## config.mk

```make
export PLATFORM = sky130hd
export DESIGN_NAME = dds_phase_addr_gen
export DESIGN_NICKNAME = d
export VERILOG_FILES = /design/src/rtl/dds_phase_addr_gen.sv
export SDC_FILE = /design/constraint.sdc
export NUM_CORES = 1
export LEC_CHECK = 0
export ABC_AREA = 0
export CORE_MARGIN = 3
export CORE_UTILIZATION = 62
export DETAILED_ROUTE_END_ITERATION = 8
export PLACE_DENSITY_LB_ADDON = 0.12
export SLEW_MARGIN = 15
export SYNTH_ARGS = -nofsm -noshare
export SYNTH_HDL_FRONTEND = slang
export SYNTH_SLANG_ARGS = --single-unit
```

## constraint.sdc

```tcl
create_clock -name Fg_CLK -period 8.4 [get_ports Fg_CLK]
set_clock_uncertainty 0.2 [all_clocks]
set_input_delay 1.68 -clock Fg_CLK [delete_from_list [all_inputs] [get_ports Fg_CLK]]
set_output_delay 1.68 -clock Fg_CLK [all_outputs]
set_load 0.05 [all_outputs]
```

## src/rtl/dds_phase_addr_gen.sv

```systemverilog
// DDS phase accumulator driving the sin/cos ROM address, with phase-continuous
// (wrap-aligned) tuning-word updates and a data_valid that tracks ROM latency.
module dds_phase_addr_gen #(
  parameter int ACC_W   = 32,
  parameter int ADDR_W  = 11,
  parameter int ROM_LAT = 2
) (
  input  logic              Fg_CLK,
  input  logic              RESETn,
  input  logic              enable,
  input  logic [ACC_W-1:0]  tune_word,
  input  logic              tune_load,
  input  logic [ADDR_W-1:0] phase_offset,
  input  logic              sync_clr,
  output logic [ADDR_W-1:0] Address,
  output logic              addr_valid,
  output logic              data_valid,
  output logic              wrap,
  output logic              busy
);

  localparam logic [1:0] S_IDLE  = 2'd0;
  localparam logic [1:0] S_RUN   = 2'd1;
  localparam logic [1:0] S_DRAIN = 2'd2;
  localparam int CNT_W = $clog2(ROM_LAT + 1);

  logic [1:0]       state;
  logic [ACC_W-1:0] acc, active_tw, pend_tw, sum;
  logic             pend_flag, carry, step, wrap_now;
  logic [CNT_W-1:0] drain_cnt;
  // [0] is addr_valid, [ROM_LAT] is the same sample as the ROM data emerges
  logic [ROM_LAT:0] vld_pipe;

  assign {carry, sum} = {1'b0, acc} + {1'b0, active_tw};
  assign step         = (state == S_RUN) && enable;
  assign wrap_now     = step && carry && !sync_clr;

  assign addr_valid = vld_pipe[0];
  assign data_valid = vld_pipe[ROM_LAT];
  assign busy       = (state != S_IDLE);

  always_ff @(posedge Fg_CLK) begin
    if (!RESETn) begin
      state     <= S_IDLE;
      acc       <= '0;
      active_tw <= '0;
      pend_tw   <= '0;
      pend_flag <= 1'b0;
      drain_cnt <= '0;
      Address   <= '0;
      vld_pipe  <= '0;
      wrap      <= 1'b0;
    end else begin
      wrap     <= wrap_now;
      vld_pipe <= {vld_pipe[ROM_LAT-1:0], step};

      // Address uses the pre-increment accumulator
      if (step) Address <= acc[ACC_W-1 -: ADDR_W] + phase_offset;

      if (sync_clr)  acc <= '0;
      else if (step) acc <= sum;

      case (state)
        S_IDLE:  if (enable) state <= S_RUN;
        S_RUN:   if (!enable) begin
                   state     <= S_DRAIN;
                   drain_cnt <= '0;
                 end
        S_DRAIN: if (enable) begin
                   state     <= S_RUN;
                   drain_cnt <= '0;
                 end else if (drain_cnt == CNT_W'(ROM_LAT - 1)) begin
                   state     <= S_IDLE;
                   drain_cnt <= '0;
                 end else begin
                   drain_cnt <= drain_cnt + CNT_W'(1);
                 end
        default: state <= S_IDLE;
      endcase

      // While running, new words wait for the next carry to keep phase continuous
      if (state != S_RUN) begin
        if (tune_load) begin
          active_tw <= tune_word;
          pend_flag <= 1'b0;
        end
      end else if (tune_load && wrap_now) begin
        active_tw <= tune_word;
        pend_flag <= 1'b0;
      end else if (tune_load) begin
        pend_tw   <= tune_word;
        pend_flag <= 1'b1;
      end else if (wrap_now && pend_flag) begin
        active_tw <= pend_tw;
        pend_flag <= 1'b0;
      end
    end
  end

endmodule

```

[Word level (Yosys, flattened, before mapping)]
Index checks and enable logic that the tools add are counted.
Operators by class
  bitwise operators: 3
  $add $sub $neg: 3
  reductions and logical operators: 16
  equality and inequality tests: 9
  multiplexer cells: 19
  $lt $le $gt $ge: 0
  shifts and indexed selects: 0
  div/mod/pow operators: 0
  $mul: 0
Operators by type and width (count)
  $mux 32: 5
  $add 32x32->33: 1
  $mux 2: 7
  $add 11x11->11: 1
  $reduce_and 3->1: 3
  $ne 2x2->1 const B: 3
  $pmux 2 s3: 1
  $logic_and 1x1->1: 5
  $mux 1: 5
  $eq 2x1->1 const B: 2
  $pmux 2 s2: 1
  $reduce_and 2->1: 2
  $reduce_bool 2->1: 2
  $ne 3x1->1 const B: 1
  $ne 3x3->1 const B: 1
  $not 1->1: 3
  $reduce_bool 3->1: 1
  $add 2x1->2 const B: 1
  $eq 2x2->1 const B: 1
  $logic_not 2->1: 1
  $ne 2x1->1 const B: 1
  $reduce_or 2->1: 1
  $logic_not 1->1: 1
Storage, ports and cells
  RAM bits: 0
  word-level logic and storage cells: 59
  bits in read-only memories: 0
  output and inout port bits: 15
  latch bits: 0
  flip-flop bits (word level): 116
  memories: 0

[Longest topological paths before layout]
  word-level depth: 9
  gate-level depth with buffers: 13
  mapped depth without buffers: 12

[Worst setup path before layout]
OpenSTA, ideal clock, no wires.
  kind: input to register
  start point: in phase_offset[0]
  end point: reg Address[10]
  setup slack: 4568 ps
  required time: 8114 ps
  cell stages on the path: 12
  buffers on the path: 0
  data arrival time: 3547 ps
  cells stage by stage: ha_1 > inv_1 > fa_1 > inv_1 > a21oi_1 > o21bai_1 > a21o_1 > a2111oi_0 > nor3_1 > a31oi_1 > xnor2_1 > a211oi_1
On the way
  word-level cells in the longest chain between the ends: 1
Ends and longest elaborated chain
  start, declared: line 13  | input logic [ADDR_W-1:0] phase_offset,
  $add 11x11->11: line 58  | if (step) Address <= acc[ACC_W-1 -: ADDR_W] + phase_offset;
  end signal, assigned: line 58
  end, declared: line 15  | output logic [ADDR_W-1:0] Address,
No other way between the ends.
A chain may end at the register's enable or synchronous reset.

[Worst setup path after layout]
  start point: in phase_offset[1]
  end point: reg Address[9]
Same word-level chain as after synthesis.

==> flow_summary_export.csv <==
group,metric,value,unit
run_status,status,"completed",
critical_path,critPathMaxStageDelay,430,ps
timing,fin_ws,4420,ps
cells_and_area,mostFrequentLayoutCell,"dfxtp_1",
clock_network,cts_tree,"built",
power,p_leak,0.00304,uW
cells_and_area,final_cell_mix,"dfxtp_1 (116), nand2_1 (105), nand3_1 (79)",
cells_and_area,layout-drive-gt1-share,0.0598,
synth,avgSynthCellArea,8.28,sq um
routing,antenna_left,0,
power,p_seq_frac,0.393,
power,clkPwrFrac,0.499,
clock_network,cts_root_buf,"clkbuf_8",
floorplanning,die-area,11800,sq um
timing,setup_violations,0,
placed_design,io_buffers,62,
power,power,1500,uW
synth,synth-edff-count,0,
critical_path,start_kind,"primary input",
critical_path,crit_fanout,2,
synth,synth_cells,785,
clock_network,ctsHoldBuffers,0,
timing,fin_crit_sh,0.473,
critical_path,criticalPathCategory,"primary input to flip-flop",
clock_network,clkSlewWorstSetupHoldPaths,60,ps
global_routing,grt_pass1_vias,5558,
timing,finalCriticalPeriod,3980,ps
power,ir_drop,0.000174,V
clock_network,numClockSinks,116,
clock_network,clock_path_buffers,2,
clock_network,worst_skew_pair.late_latency,540,ps
floorplanning,start_util,0.650,
cells_and_area,n_antenna_cell,0,
power,power.internal,1140,uW
power,switchingPower,369,uW
clock_network,cts_resized,0,
clock_network,htreeDepth,4,
floorplanning,rows,36,
synth,ys_seq_elements,116,
global_routing,grt_pass1_wl,26500,um
cells_and_area,fin_area,7750,sq um
critical_path,path_cells,"clkdlybuf4s50_1 -> ha_1 -> a21o_1 -> a21oi_1 -> o21bai_1 -> a21oi_1 -> o21bai_1 -> a211oi_1 -> xnor2_1 -> nand2_1 -> a21oi_1",
global_routing,antenna_found_initial,0,
global_routing,grt_usage,0.283,
routing,drtPass1Iterations,7,
placed_design,placed_area,7120,sq um
power,combPwrFrac,0.107,
critical_path,worst_path_max_delay_cell,"clkdlybuf4s50_1",
cells_and_area,layout.nets,915,
synth,yosys_warnings,0,
synth,async_reset_ff_frac,0,
cells_and_area,num-fill-cells,731,
placed_design,dp_slack,3960,ps
timing,max_slew_margin,0.371,
global_routing,grt_overflow,0,
global_routing,grt_max_degree,103,
timing,slew_viol_final,0,
routing,via_per_inst,6.12,
cells_and_area,area_growth,19.2,%
critical_path,worstSetupEndpointType,"flip-flop",
timing,worst_pin_slew,943,ps
critical_path,cpMostUsedCell,"a21oi_1",
synth,synth_cell_types,61,
critical_path,required,8650,ps
floorplanning,die_h,108,um
power,p_per_area,194,nW/um^2
critical_path,arrival,4230,ps
clock_network,postCtsSetupBuffers,0,
timing,max_freq,252,MHz
placed_design,gp_congestion,0.894,
timing,hold_violations,0,
floorplanning,fp.coreArea,10000,sq um
floorplanning,io_pins,63,
routing,drt_wl_total,16200,um
synth,netlist_area,6500,sq um
routing,wire_per_inst,16.8,um
min_path,hold_path_class,"flip-flop to flip-flop",
synth,synth_ff_type,"dfxtp_1",
routing,drc,0,
synth,ys_seq_area_frac,0.357,
timing,rsz0062_at_grt,"false",
floorplanning,die_x,108,um
power,p_sw_frac,0.245,
flow_run,maxCapViolations,0,
placed_design,place.detailed.hpwl,10500,um
timing,tns,0,ps
routing,drtIter0Drc,488,
routing,vias,5926,
synth,mappedNetlistNets,877,
clock_network,numCtsBuffers,17,
cells_and_area,fin_util,0.775,
layout make-up:
type,instances,area [sq um],share of cell area
well taps,133,166,0.0215
inverters,18,67.6,0.00872
flip-flops and latches,116,2320,0.300
multi-input cells,600,3900,0.503
clock buffers,23,457,0.0589
repair buffers,70,688,0.0888
clock inverters,9,151,0.0195
state kept, by name, indices dropped and copies added (netlist names):
signal,flops
acc,32
drain_cnt,2
pend_flag,1
state,2
pend_tw,32
active_tw,32
wrap,1
vld_pipe,3
Address,11
routing by layer:
metal / global-route usage / vias to the layer above / part of all wire / wire, um
li1: - / 2936 / - / -
met1: 0.369 / 2725 / 0.44 / 7120
met2: 0.452 / 231 / 0.47 / 7610
met3: 0.0848 / 34 / 0.075 / 1230
met4: 0.0875 / 0 / 0.018 / 289
met5: 0 / - / 0 / 0
cells by family (layout without fill, tap and decap cells):
logic type / Yosys count / after routing / synth area share
simple gates: 268 / 268 / 0.191
compound gates: 223 / 223 / 0.222
flops: 116 / 116 / 0.357
buf+inv: 69 / 120 / 0.0483
fa+ha+maj: 44 / 44 / 0.0870
mux: 35 / 35 / 0.0541
xor+xnor: 30 / 30 / 0.0404
cells in the mapped netlist (2+ instances only):
cell | n | area, sq um
dfxtp_1 | 116 | 2320
nand2_1 | 105 | 394
nand3_1 | 79 | 395
a21oi_1 | 63 | 315
ha_1 | 42 | 526
clkbuf_1 | 36 | 135
o21ai_0 | 35 | 175
mux2i_1 | 34 | 340
o31ai_1 | 34 | 255
nor2_1 | 31 | 116
xnor2_1 | 24 | 210
a21o_1 | 20 | 150
o21ai_1 | 19 | 95.1
inv_1 | 18 | 67.6
nor3_1 | 13 | 65.1
a211oi_1 | 11 | 82.6
buf_4 | 7 | 52.6
nand4_1 | 7 | 43.8
a31oi_1 | 6 | 37.5
o21bai_1 | 6 | 45.0
xor2_1 | 6 | 52.6
and3_1 | 5 | 31.3
buf_2 | 4 | 20.0
nand2b_1 | 4 | 25.0
nor4_1 | 4 | 25.0
a2111oi_0 | 3 | 26.3
and2_1 | 3 | 18.8
buf_6 | 3 | 33.8
nand3b_1 | 3 | 22.5
nor2b_1 | 3 | 18.8
o21a_1 | 3 | 22.5
or3_1 | 3 | 18.8
a221o_1 | 2 | 20.0
a41oi_1 | 2 | 17.5
fa_1 | 2 | 40.0
nor3b_1 | 2 | 15.0
o211ai_1 | 2 | 15.0
or4_1 | 2 | 15.0
final timing paths:
kind,from,end,slack (ps),cells after the start
worst max-delay path,phase_offset[1],Address[9],4420,11
worst min-delay path,vld_pipe[1],vld_pipe[2],240,1
worst max register to register,active_tw[0],active_tw[7],4620,12
worst min register to register,vld_pipe[1],vld_pipe[2],240,1
stage by stage:
step / cells / hold slack [ps]
after detailed placement: 936 / 231
after global placement: 936 / 216
after CTS: 968 / 248
after floorplan: 785 / 212
after global routing: 969 / 255
final: 969 / 243
critical path, delay by kind of cell:
kind                     cells  cell delay [ps]
adder cells (fa/ha/maj)      1              300
XOR/XNOR                     1              200
buffers and inverters        1              430
AO/OA/AOI/OAI                7             1530
AND/OR/NAND/NOR              1               90
power groups by stage:
stage	Clock (uW)	Sequential (uW)	Combinational, uW
floorplan	0	603	103
global placement	0	600	151
global route	784	593	176
finish	751	591	162
detailed placement	0	602	157
CTS	756	591	160
Note: power is estimated with default switching activity, not from simulation.
